`src/rtl/uart_pkg.sv`:
```
// Shared constants for mem_uart: register offsets, STATUS bit positions,
// minimum divider and TX/RX state encodings.
package uart_pkg;

   localparam logic [1:0] REG_DATA   = 2'd0;
   localparam logic [1:0] REG_STATUS = 2'd1;
   localparam logic [1:0] REG_DIV    = 2'd2;
   localparam logic [1:0] REG_RSVD   = 2'd3;

   localparam int ST_TX_BUSY   = 0;
   localparam int ST_RX_AVAIL  = 1;
   localparam int ST_RX_FULL   = 2;
   localparam int ST_OVERRUN   = 3;
   localparam int ST_FRAME_ERR = 4;

   localparam logic [15:0] MIN_DIV = 16'd4;

   localparam logic [1:0] TX_IDLE  = 2'd0;
   localparam logic [1:0] TX_START = 2'd1;
   localparam logic [1:0] TX_DATA  = 2'd2;
   localparam logic [1:0] TX_STOP  = 2'd3;

   localparam logic [1:0] RX_IDLE  = 2'd0;
   localparam logic [1:0] RX_START = 2'd1;
   localparam logic [1:0] RX_DATA  = 2'd2;
   localparam logic [1:0] RX_STOP  = 2'd3;

   typedef struct packed {
      logic frame_err;
      logic overrun;
      logic rx_full;
      logic rx_avail;
      logic tx_busy;
   } status_t;

   function automatic logic [15:0] clamp_div(input logic [15:0] d);
      return (d < MIN_DIV) ? MIN_DIV : d;
   endfunction

endpackage

```
`src/rtl/mem_uart_if.sv`:
```
// iomem valid/ready word bus as seen by a mem_* peripheral.
interface mem_uart_if;
   logic        mem_valid;
   logic        mem_ready;
   logic [31:0] mem_addr;
   logic [31:0] mem_rdata;
   logic [31:0] mem_wdata;
   logic [3:0]  mem_wstrb;

   modport master (output mem_valid, mem_addr, mem_wdata, mem_wstrb,
                   input  mem_ready, mem_rdata);
   modport slave  (input  mem_valid, mem_addr, mem_wdata, mem_wstrb,
                   output mem_ready, mem_rdata);
endinterface

```
`src/rtl/uart_fifo.sv`:
```
// Byte FIFO of 2**LOG2 entries; push while full is dropped unless a pop
// happens in the same cycle.
module uart_fifo #(
   parameter int LOG2 = 2
) (
   input  logic            clk,
   input  logic            rst_n,
   input  logic            push_i,
   input  logic            pop_i,
   input  logic [7:0]      din_i,
   output logic [7:0]      dout_o,
   output logic            full_o,
   output logic            empty_o,
   output logic [LOG2:0]   count_o
);
   localparam int DEPTH = 1 << LOG2;

   logic [7:0]      mem_q [DEPTH];
   logic [LOG2-1:0] wr_q, rd_q;
   logic [LOG2:0]   cnt_q;
   logic            do_push, do_pop;

   assign empty_o = (cnt_q == '0);
   assign full_o  = (cnt_q == (LOG2+1)'(DEPTH));
   assign do_pop  = pop_i & ~empty_o;
   assign do_push = push_i & (~full_o | do_pop);
   assign dout_o  = mem_q[rd_q];
   assign count_o = cnt_q;

   always_ff @(posedge clk) begin
      if (do_push) mem_q[wr_q] <= din_i;
   end

   always_ff @(posedge clk or negedge rst_n) begin
      if (!rst_n) begin
         wr_q  <= '0;
         rd_q  <= '0;
         cnt_q <= '0;
      end else begin
         if (do_push) wr_q <= wr_q + (LOG2)'(1);
         if (do_pop)  rd_q <= rd_q + (LOG2)'(1);
         case ({do_push, do_pop})
            2'b10:   cnt_q <= cnt_q + (LOG2+1)'(1);
            2'b01:   cnt_q <= cnt_q - (LOG2+1)'(1);
            default: cnt_q <= cnt_q;
         endcase
      end
   end
endmodule

```
`src/rtl/mem_uart.sv`:
```
// mem_uart: memory-mapped 8N1 UART on the iomem valid/ready bus.
// Define MEM_UART_RX_FIFO_EN for a 2**RX_FIFO_LOG2-byte RX FIFO; otherwise a single holding register.
module mem_uart
   import uart_pkg::*;
#(
   parameter int DEFAULT_DIV  = 139,
   parameter int RX_FIFO_LOG2 = 2
) (
   input  logic      clk,
   input  logic      rst_n,
   mem_uart_if.slave bus,
   output logic      uart_tx_o,
   input  logic      uart_rx_i
);
`ifdef MEM_UART_RX_FIFO_EN
   localparam int RX_DEPTH = 1 << RX_FIFO_LOG2;
`else
   localparam int RX_DEPTH = 1;
`endif

   logic        ready_q, ready_d;
   logic [31:0] rdata_q, rdata_d;
   logic [15:0] div_q, div_d, div_new;
   logic [1:0]  sel;
   logic        acc, is_wr, stall, done, tx_load, rx_pop, st_wr, div_wr;
   logic        tx_busy, rx_avail, rx_full, rx_push, ovr_set, fe_set;
   logic [7:0]  rx_dout;
   logic [RX_FIFO_LOG2:0] rx_count;
   logic        ovr_q, ovr_d, fe_q, fe_d;
   status_t     status;
   logic        unused_bits;

   assign unused_bits = ^{bus.mem_addr[31:4], bus.mem_addr[1:0],
                          bus.mem_wdata[31:16], bus.mem_wstrb[3:2]};

   // ---------------- bus decode ----------------
   assign sel     = bus.mem_addr[3:2];
   assign is_wr   = |bus.mem_wstrb;
   assign acc     = bus.mem_valid & ~ready_q;
   // A TX byte write waits for the transmitter rather than being dropped.
   assign stall   = bus.mem_wstrb[0] & (sel == REG_DATA) & tx_busy;
   assign done    = acc & ~stall;
   assign tx_load = done & bus.mem_wstrb[0] & (sel == REG_DATA);
   assign rx_pop  = done & ~is_wr & (sel == REG_DATA) & rx_avail;
   assign st_wr   = done & bus.mem_wstrb[0] & (sel == REG_STATUS);
   assign div_wr  = done & is_wr & (sel == REG_DIV);

   assign status  = {fe_q, ovr_q, rx_full, rx_avail, tx_busy};

   always_comb begin
      div_new = div_q;
      if (bus.mem_wstrb[0]) div_new[7:0]  = bus.mem_wdata[7:0];
      if (bus.mem_wstrb[1]) div_new[15:8] = bus.mem_wdata[15:8];
      div_d = div_wr ? clamp_div(div_new) : div_q;
   end

   always_comb begin
      ready_d = done;
      rdata_d = rdata_q;
      if (done) begin
         rdata_d = '0;
         if (!is_wr) begin
            case (sel)
               REG_DATA:   rdata_d = rx_avail ? {24'h0, rx_dout} : 32'hFFFF_FFFF;
               REG_STATUS: rdata_d = {27'h0, status};
               REG_DIV:    rdata_d = {16'h0, div_q};
               default:    rdata_d = '0;
            endcase
         end
      end
   end

   always_ff @(posedge clk or negedge rst_n) begin
      if (!rst_n) begin
         ready_q <= 1'b0;
         rdata_q <= '0;
         div_q   <= 16'(DEFAULT_DIV);
      end else begin
         ready_q <= ready_d;
         rdata_q <= rdata_d;
         div_q   <= div_d;
      end
   end

   assign bus.mem_ready = ready_q;
   assign bus.mem_rdata = rdata_q;

   // ---------------- transmitter ----------------
   logic [1:0]  tx_st_q, tx_st_d;
   logic [15:0] tx_cnt_q, tx_cnt_d;
   logic [2:0]  tx_bit_q, tx_bit_d;
   logic [7:0]  tx_sh_q, tx_sh_d;
   logic        tx_go_q, tx_go_d, tx_q, tx_d;

   // tx_go_q holds an accepted byte for one cycle so the line drops the cycle after mem_ready.
   assign tx_busy = (tx_st_q != TX_IDLE) | tx_go_q;

   always_comb begin
      tx_st_d  = tx_st_q;
      tx_cnt_d = tx_cnt_q;
      tx_bit_d = tx_bit_q;
      tx_sh_d  = tx_sh_q;
      tx_go_d  = tx_go_q;
      tx_d     = tx_q;
      if (tx_load) begin
         tx_sh_d = bus.mem_wdata[7:0];
         tx_go_d = 1'b1;
      end
      if (tx_st_q == TX_IDLE) begin
         if (tx_go_q) begin
            tx_st_d  = TX_START;
            tx_go_d  = 1'b0;
            tx_d     = 1'b0;
            tx_cnt_d = div_q - 16'd1;
         end
      end else if (tx_cnt_q != 16'd0) begin
         tx_cnt_d = tx_cnt_q - 16'd1;
      end else begin
         tx_cnt_d = div_q - 16'd1;
         case (tx_st_q)
            TX_START: begin
               tx_st_d  = TX_DATA;
               tx_d     = tx_sh_q[0];
               tx_sh_d  = tx_sh_q >> 1;
               tx_bit_d = 3'd0;
            end
            TX_DATA: begin
               if (tx_bit_q == 3'd7) begin
                  tx_st_d = TX_STOP;
                  tx_d    = 1'b1;
               end else begin
                  tx_d     = tx_sh_q[0];
                  tx_sh_d  = tx_sh_q >> 1;
                  tx_bit_d = tx_bit_q + 3'd1;
               end
            end
            default: begin
               tx_st_d = TX_IDLE;
               tx_d    = 1'b1;
            end
         endcase
      end
   end

   always_ff @(posedge clk or negedge rst_n) begin
      if (!rst_n) begin
         tx_st_q  <= TX_IDLE;
         tx_cnt_q <= '0;
         tx_bit_q <= '0;
         tx_sh_q  <= '0;
         tx_go_q  <= 1'b0;
         tx_q     <= 1'b1;
      end else begin
         tx_st_q  <= tx_st_d;
         tx_cnt_q <= tx_cnt_d;
         tx_bit_q <= tx_bit_d;
         tx_sh_q  <= tx_sh_d;
         tx_go_q  <= tx_go_d;
         tx_q     <= tx_d;
      end
   end

   assign uart_tx_o = tx_q;

   // ---------------- receiver ----------------
   logic        rx_s1_q, rx_s2_q, rx_prev_q;
   logic [1:0]  rx_st_q, rx_st_d;
   logic [15:0] rx_cnt_q, rx_cnt_d;
   logic [2:0]  rx_bit_q, rx_bit_d;
   logic [7:0]  rx_sh_q, rx_sh_d;

   always_comb begin
      rx_st_d  = rx_st_q;
      rx_cnt_d = rx_cnt_q;
      rx_bit_d = rx_bit_q;
      rx_sh_d  = rx_sh_q;
      rx_push  = 1'b0;
      fe_set   = 1'b0;
      if (rx_st_q == RX_IDLE) begin
         if (rx_prev_q & ~rx_s2_q) begin
            rx_st_d  = RX_START;
            rx_cnt_d = (div_q >> 1) - 16'd1;
         end
      end else if (rx_cnt_q != 16'd0) begin
         rx_cnt_d = rx_cnt_q - 16'd1;
      end else begin
         rx_cnt_d = div_q - 16'd1;
         case (rx_st_q)
            RX_START: begin
               if (rx_s2_q) rx_st_d = RX_IDLE;
               else begin
                  rx_st_d  = RX_DATA;
                  rx_bit_d = 3'd0;
               end
            end
            RX_DATA: begin
               rx_sh_d  = {rx_s2_q, rx_sh_q[7:1]};
               rx_bit_d = rx_bit_q + 3'd1;
               if (rx_bit_q == 3'd7) rx_st_d = RX_STOP;
            end
            default: begin
               rx_st_d = RX_IDLE;
               rx_push = rx_s2_q;
               fe_set  = ~rx_s2_q;
            end
         endcase
      end
   end

   always_ff @(posedge clk or negedge rst_n) begin
      if (!rst_n) begin
         rx_s1_q   <= 1'b1;
         rx_s2_q   <= 1'b1;
         rx_prev_q <= 1'b1;
         rx_st_q   <= RX_IDLE;
         rx_cnt_q  <= '0;
         rx_bit_q  <= '0;
         rx_sh_q   <= '0;
      end else begin
         rx_s1_q   <= uart_rx_i;
         rx_s2_q   <= rx_s1_q;
         rx_prev_q <= rx_s2_q;
         rx_st_q   <= rx_st_d;
         rx_cnt_q  <= rx_cnt_d;
         rx_bit_q  <= rx_bit_d;
         rx_sh_q   <= rx_sh_d;
      end
   end

   // ---------------- RX storage ----------------
`ifdef MEM_UART_RX_FIFO_EN
   logic fifo_full, fifo_empty;

   uart_fifo #(.LOG2(RX_FIFO_LOG2)) u_rx_fifo (
      .clk     (clk),
      .rst_n   (rst_n),
      .push_i  (rx_push),
      .pop_i   (rx_pop),
      .din_i   (rx_sh_q),
      .dout_o  (rx_dout),
      .full_o  (fifo_full),
      .empty_o (fifo_empty),
      .count_o (rx_count)
   );

   assign rx_avail = ~fifo_empty;
   assign ovr_set  = rx_push & fifo_full & ~rx_pop;
`else
   logic [7:0] hold_q;
   logic       hold_v_q;

   always_ff @(posedge clk or negedge rst_n) begin
      if (!rst_n) begin
         hold_q   <= '0;
         hold_v_q <= 1'b0;
      end else if (rx_push & (~hold_v_q | rx_pop)) begin
         hold_q   <= rx_sh_q;
         hold_v_q <= 1'b1;
      end else if (rx_pop) begin
         hold_v_q <= 1'b0;
      end
   end

   assign rx_dout  = hold_q;
   assign rx_avail = hold_v_q;
   assign rx_count = (RX_FIFO_LOG2+1)'(hold_v_q);
   assign ovr_set  = rx_push & hold_v_q & ~rx_pop;
`endif

   assign rx_full = (rx_count == (RX_FIFO_LOG2+1)'(RX_DEPTH));

   // Sticky flags: a set in the same cycle as a W1C clear wins.
   assign ovr_d = ovr_set | (ovr_q & ~(st_wr & bus.mem_wdata[ST_OVERRUN]));
   assign fe_d  = fe_set  | (fe_q  & ~(st_wr & bus.mem_wdata[ST_FRAME_ERR]));

   always_ff @(posedge clk or negedge rst_n) begin
      if (!rst_n) begin
         ovr_q <= 1'b0;
         fe_q  <= 1'b0;
      end else begin
         ovr_q <= ovr_d;
         fe_q  <= fe_d;
      end
   end
endmodule

```
`src/flat_wrapper.sv`:
```
// flat-port wrapper written by rule: the top's interface ports become plain ports
module mem_uart_flat import uart_pkg::*;
#(
   parameter int DEFAULT_DIV  = 139,
   parameter int RX_FIFO_LOG2 = 2
)
  (clk, rst_n, uart_tx_o, uart_rx_i, bus_mem_valid, bus_mem_addr, bus_mem_wdata, bus_mem_wstrb, bus_mem_ready, bus_mem_rdata);
  mem_uart_if bus_i ();
  input  logic clk;
  input  logic rst_n;
  output logic uart_tx_o;
  input  logic uart_rx_i;
  input wire logic [$bits(bus_i.mem_valid)-1:0] bus_mem_valid;
  input wire logic [$bits(bus_i.mem_addr)-1:0] bus_mem_addr;
  input wire logic [$bits(bus_i.mem_wdata)-1:0] bus_mem_wdata;
  input wire logic [$bits(bus_i.mem_wstrb)-1:0] bus_mem_wstrb;
  output wire logic [$bits(bus_i.mem_ready)-1:0] bus_mem_ready;
  output wire logic [$bits(bus_i.mem_rdata)-1:0] bus_mem_rdata;
  assign bus_i.mem_valid = bus_mem_valid;
  assign bus_i.mem_addr = bus_mem_addr;
  assign bus_i.mem_wdata = bus_mem_wdata;
  assign bus_i.mem_wstrb = bus_mem_wstrb;
  assign bus_mem_ready = bus_i.mem_ready;
  assign bus_mem_rdata = bus_i.mem_rdata;
  mem_uart #(.DEFAULT_DIV(DEFAULT_DIV), .RX_FIFO_LOG2(RX_FIFO_LOG2)) u_core (.clk(clk), .rst_n(rst_n), .bus(bus_i), .uart_tx_o(uart_tx_o), .uart_rx_i(uart_rx_i));
endmodule
```
`config.mk`:
```
export PLATFORM = sky130hd
export DESIGN_NAME = mem_uart_flat
export DESIGN_NICKNAME = d
export VERILOG_FILES = /design/src/rtl/uart_pkg.sv /design/src/rtl/mem_uart_if.sv /design/src/rtl/uart_fifo.sv /design/src/rtl/mem_uart.sv /design/src/flat_wrapper.sv
export SDC_FILE = /design/constraint.sdc
export NUM_CORES = 1
export LEC_CHECK = 0
export ABC_AREA = 1
export CORE_MARGIN = 2
export CORE_UTILIZATION = 48
export DETAILED_ROUTE_END_ITERATION = 6
export PLACE_DENSITY = 0.81
export SLEW_MARGIN = 15
export SYNTH_ARGS = -nofsm -noshare
export SYNTH_HDL_FRONTEND = slang
export SYNTH_SLANG_ARGS = --single-unit
```
`constraint.sdc`:
```
create_clock -name clk -period 2.4 [get_ports clk]
set_input_delay 0.6 -clock clk [delete_from_list [all_inputs] [get_ports clk]]
set_output_delay 0.6 -clock clk [all_outputs]
set_load 0.05 [all_outputs]
```
-- Yosys cells after proc, flatten, opt, wreduce, memory -nomap -nowiden
Index checks and enable logic that the tools add are counted.
Widths: inputs -> output; s select.
- bits in latches: 0
- bits in writable memories: 0
- logic and storage cells: 144
- memories kept: 0
- output and inout port bits: 34
- register bits after elaboration: 123
- bits in read-only memories: 0
- $add $sub $neg: 6
- shift operators: 0
- multipliers: 0
- bitwise gates (word level): 36
- div/mod/pow operators: 0
- equal/unequal tests: 16
- reductions and logical operators: 17
- magnitude comparators: 1
- multiplexer cells: 48
- operators with widths (kind ; count):
    $mux 16 ; 7
    $pmux 32 s3 ; 1
    $mux 32 ; 2
    $mux 8 ; 6
    $sub 16x1->16 const B ; 3
    $reduce_bool 16->1 ; 2
    $and 1x1->1 ; 20
    $mux 2 ; 9
    $lt 16x3->1 const B ; 1
    $pmux 8 s2 ; 1
    $sub 15x1->16 const B ; 1
    $mux 1 ; 15
    $not 1->1 ; 12
    $pmux 3 s2 ; 2
    $reduce_and 3->1 ; 3
    $pmux 2 s2 ; 2
    $reduce_and 4->1 ; 2
    $reduce_bool 2->1 ; 4
    $add 3x1->3 const B ; 2
    $eq 2x1->1 const B ; 3
    $eq 2x2->1 const B ; 3
    $eq 3x3->1 const B ; 2
    $logic_not 2->1 ; 3
    $mux 3 ; 2
    other kinds (8) ; 16

-- Depth between registers and ports, before layout
- word-level depth: 12
- depth in mapped cells: 13
- depth with buffers taken out: 12

-- Worst setup path before layout
OpenSTA, ideal clock, no wires.
- kind: register to output
- from: register u_core.bus.mem_rdata[30] (netlist name)
- to: output bus_mem_rdata[17]
- cell stages (with the launch flop): 2
- slack: 0.650 ns
- data required time: 1.800 ns
- arrival time: 1.150 ns
- path through: dfrtp_1 > buf_4
- RTL lines (item ; line ; text):
    end: declaration ; flat_wrapper.sv:18 ; output wire logic [$bits(bus_i.mem_rdata)-1:0] bus_mem_rdata;

-- Final worst setup path
- from: register u_core.tx_q (netlist: u_core.uart_tx_o)
- to: output uart_tx_o
- RTL lines (item ; line ; text):
    start: declaration ; mem_uart.sv:93 ; logic tx_go_q, tx_go_d, tx_q, tx_d;
    start signal: assignment ; mem_uart.sv:159 ; tx_q <= tx_d;
    end: declaration ; flat_wrapper.sv:11 ; output logic uart_tx_o;
No word-level cell between the ends.

==> impl_metrics.toml <==
[place]
io_buffers = 59
place_hpwl_um = 13300
place_area_um2 = 7590
globalplace.congestion = 0.971

[clock_tree]
cts_tree = "done"
cts_buffers = 9
postCtsHoldBufs = 0
cts_sinks = 108
clk_latency_ps = 360
cts-root-buf = "clkbuf_16"
cts_buffer_depth = 2
htreeDepth = 3
clk_pin_slew_worst_paths_ps = 70

[synthesis]
synth_edf_count = 0
yosysMostFrequentCell = "nand2_1"
synth_commonest_cells = "nand2_1 (306), nor2_1 (117), dfrtp_1 (100)"
synth_area_leaders = "dfrtp_1 (36%), nand2_1 (17%), nor2_1 (6.4%), nand3_1 (5.7%), o21ai_0 (5.4%)"
syn_area_per_cell_um2 = 7.09
yosys_warnings = 0
async_flop_share = 1.00
synthDominantCellAreaShare = 0.363
syn_area_um2 = 6900
ys_ff_latch = 108
ys_types = 42
synthesis.nets = 1063
synth_area_leader_cell = "dfrtp_1"
seq_area_frac_synth = 0.393
syn_inst = 974
ys.flop_type = "dfrtp_1"

[timing]
setup_viol = 0
max-slew-margin-rel = 0.596
max_slew.worst_pin.slew_ps = 606
drv_slew = 0
fin_crit_sh = 0.955
post-route-min-period_ps = 2290
finalHoldViolCount = 0
final.setup.tns_ps = 0
fmax_mhz = 436
rsz0062_at_grt = "false"
finClkSkew_ps = 5.77

[floorplan]
placement_rows = 43
start_util = 0.493
ios = 106
die_area_um2 = 15400
fp.dieW_um = 124
core_um2 = 14000
die-height_um = 124

[power]
pwr-share-comb = 0.336
p_int_mw = 3.73
power_density_nw_per_um2 = 791
leakage_nw = 3.80
p_sw_frac = 0.403
clkPwrFrac = 0.245
switchingPower_mw = 2.52
seq_power_share = 0.419
vdd_ir_drop_max_mv = 0.586

[detailed_routing]
drc = 0
drt_first_pass_iters = 5
ant_nets = 0
drt_iter0_drc = 498
vias_per_cell = 5.39
wire_per_inst_um = 14.5
totalWireLength_um = 17500
via_count = 6515

[final_layout]
design_area_um2 = 7900
area_growth_pct = 14.4
drive_gt1_frac = 0.0972
nFillCells = 1275
num_antenna_cells = 0
nNetsFinal = 1113

[critical_path]
cp.buffers_inverters = 1
r2r-end = "u_core.rx_cnt_q[15]$_DFFE_PN0P_"
worst-r2r-cell-count = 12
required_ps = 1800
crit_slowest_cell = "clkdlybuf4s50_1"
crit_fanout = 2
crit_chain = "clkdlybuf4s50_1"
arrival_ps = 1690
timing.rr.start = "u_core.div_q[1]$_DFFE_PN1P_"
start_kind = "register"
max_stage_delay_ps = 790
critPathTopFamily = "buffers and inverters"
cp-end-kind = "output pin"
reg2reg_slack_ps = 250
critical_path_class = "reg -> out"

[global_route]
grt_use_total = 0.245
grt_overflow = 0
antenna_found_initial = 0
first_global_vias = 6119
grt_pass1_wl_um = 29300
grt_max_degree = 37

[hold_path]
hp-class = "in -> async"

[run]
maxCapViolations = 0

[outcome]
run_status = "complete, no violations"
-- sequential cells by signal (all words and copies together), names as in the netlist, 2 cells and up --
signal,flops
u_core.tx_st_q,2
u_core.tx_sh_q,8
u_core.rx_sh_q,8
u_core.rx_st_q,2
u_core.div_q,16
u_core.bus.mem_rdata,17
u_core.tx_cnt_q,16
u_core.rx_cnt_q,16
u_core.tx_bit_q,3
u_core.hold_q,8
u_core.rx_bit_q,3
-- power groups by stage --
stage          Sequential [mW]  Clock [mW]  Combinational, mW
2_1_floorplan             2.53           0               1.53
3_3_place_gp              2.63           0               2.00
3_5_place_dp              2.63           0               2.05
4_1_cts                   2.60        1.56               2.07
5_1_grt                   2.67        1.65               2.39
6_report                  2.62        1.53               2.10
-- routing by layer --
layer | part of all wire | track usage | vias to the layer above | wire [µm]
li1 | - | - | 3203 | -
met3 | 0.065 | 0.0554 | 29 | 1130
met2 | 0.47 | 0.398 | 235 | 8220
met4 | 0.019 | 0.0674 | 0 | 331
met1 | 0.45 | 0.330 | 3048 | 7800
met5 | 0 | 0 | - | 0
-- placed cells by master, fill, tap and decap left out, drive strengths merged, types with 2 or more instances in the layout --
cell and count:
a211oi 2, a21oi 19, a31oi 2, buf 33, clkbuf 10, clkdlybuf4s50 42, clkinv 3, dfrtp 100
dfstp 8, ha 17, inv 102, nand2 319, nand3 79, nand3b 4, nand4 11, nor2 133
nor3 14, o211ai 13, o21a 2, o21ai 84, o22ai 4, o31ai 2, xnor2 2, xor2 16
-- repair_timing --
action	in CTS	in global routing
setup endpoints to repair	0	14
endpoints found under the hold margin	0	0
resized for setup	0	1
setup buffers	0	0
-- worst reg2reg max path, cell delays in order, from the launching register on --
cell and delay (ps):
dfstp_2 560, inv_1 130, ha_1 230, nand2_1 100, nand2_1 90, nor2_1 350, nand2_1 100, nand2_1 70
nand2_1 120, nand2_1 100, nand3b_1 110, nand2_1 80, inv_1 40
-- worst max path at each step --
stage / depth (start not counted) / start / end
floorplan: 1 / u_core.bus.mem_rdata[30]$_DFFE_PN0N_ / bus_mem_rdata[17]
global placement: 9 / bus_mem_addr[3] / u_core.bus.mem_rdata[14]$_DFFE_PN0N_
detailed placement: 9 / bus_mem_addr[3] / u_core.bus.mem_rdata[11]$_DFFE_PN0N_
CTS: 9 / u_core.rx_cnt_q[0]$_DFFE_PN0P_ / u_core.rx_cnt_q[4]$_DFFE_PN0P_
global route: 12 / u_core.div_q[1]$_DFFE_PN1P_ / u_core.rx_cnt_q[15]$_DFFE_PN0P_
finish: 1 / u_core.uart_tx_o$_DFFE_PN1P_ / uart_tx_o
-- through the flow --
| step | std cells | hold slack (ps) | utilization | worst slack [ps] | power [mW] |
|---|---|---|---|---|---|
| after global routing | 1209 | 138 | 0.565 | 55.0 | 6.70 |
| after CTS | 1209 | 135 | 0.564 | 50.4 | 6.23 |
| final | 1209 | 132 | 0.565 | 108 | 6.25 |
| after detailed placement | 1193 | 347 | 0.543 | 34.7 | 4.68 |
| after floorplan | 974 | 304 | - | 650 | 4.06 |
| after global placement | 1193 | 345 | 0.543 | 71.3 | 4.62 |
-- cell type report --
cell class / instances / area (µm²) / share of cell area
multi-input cells: 729 / 3570 / 0.452
well taps: 180 / 225 / 0.0285
clock buffers: 10 / 229 / 0.0290
clock inverters: 6 / 71.3 / 0.00903
flip-flops and latches: 108 / 2710 / 0.343
inverters: 101 / 384 / 0.0486
repair buffers: 75 / 706 / 0.0893
-- cells by family (layout without fill, tap and decap cells) --
logic type,Yosys count,after routing,share of synthesized area
AO/OA/AOI/OAI,131,131,0.108
buffers and inverters,137,192,0.0901
XOR/XNOR,18,18,0.0228
adder cells (fa/ha/maj),17,17,0.0308
AND/OR/NAND/NOR,562,562,0.354
flip-flops,108,108,0.393
multiplexers,1,1,0.00145
No activity file was read; power rests on OpenSTA's default activity.
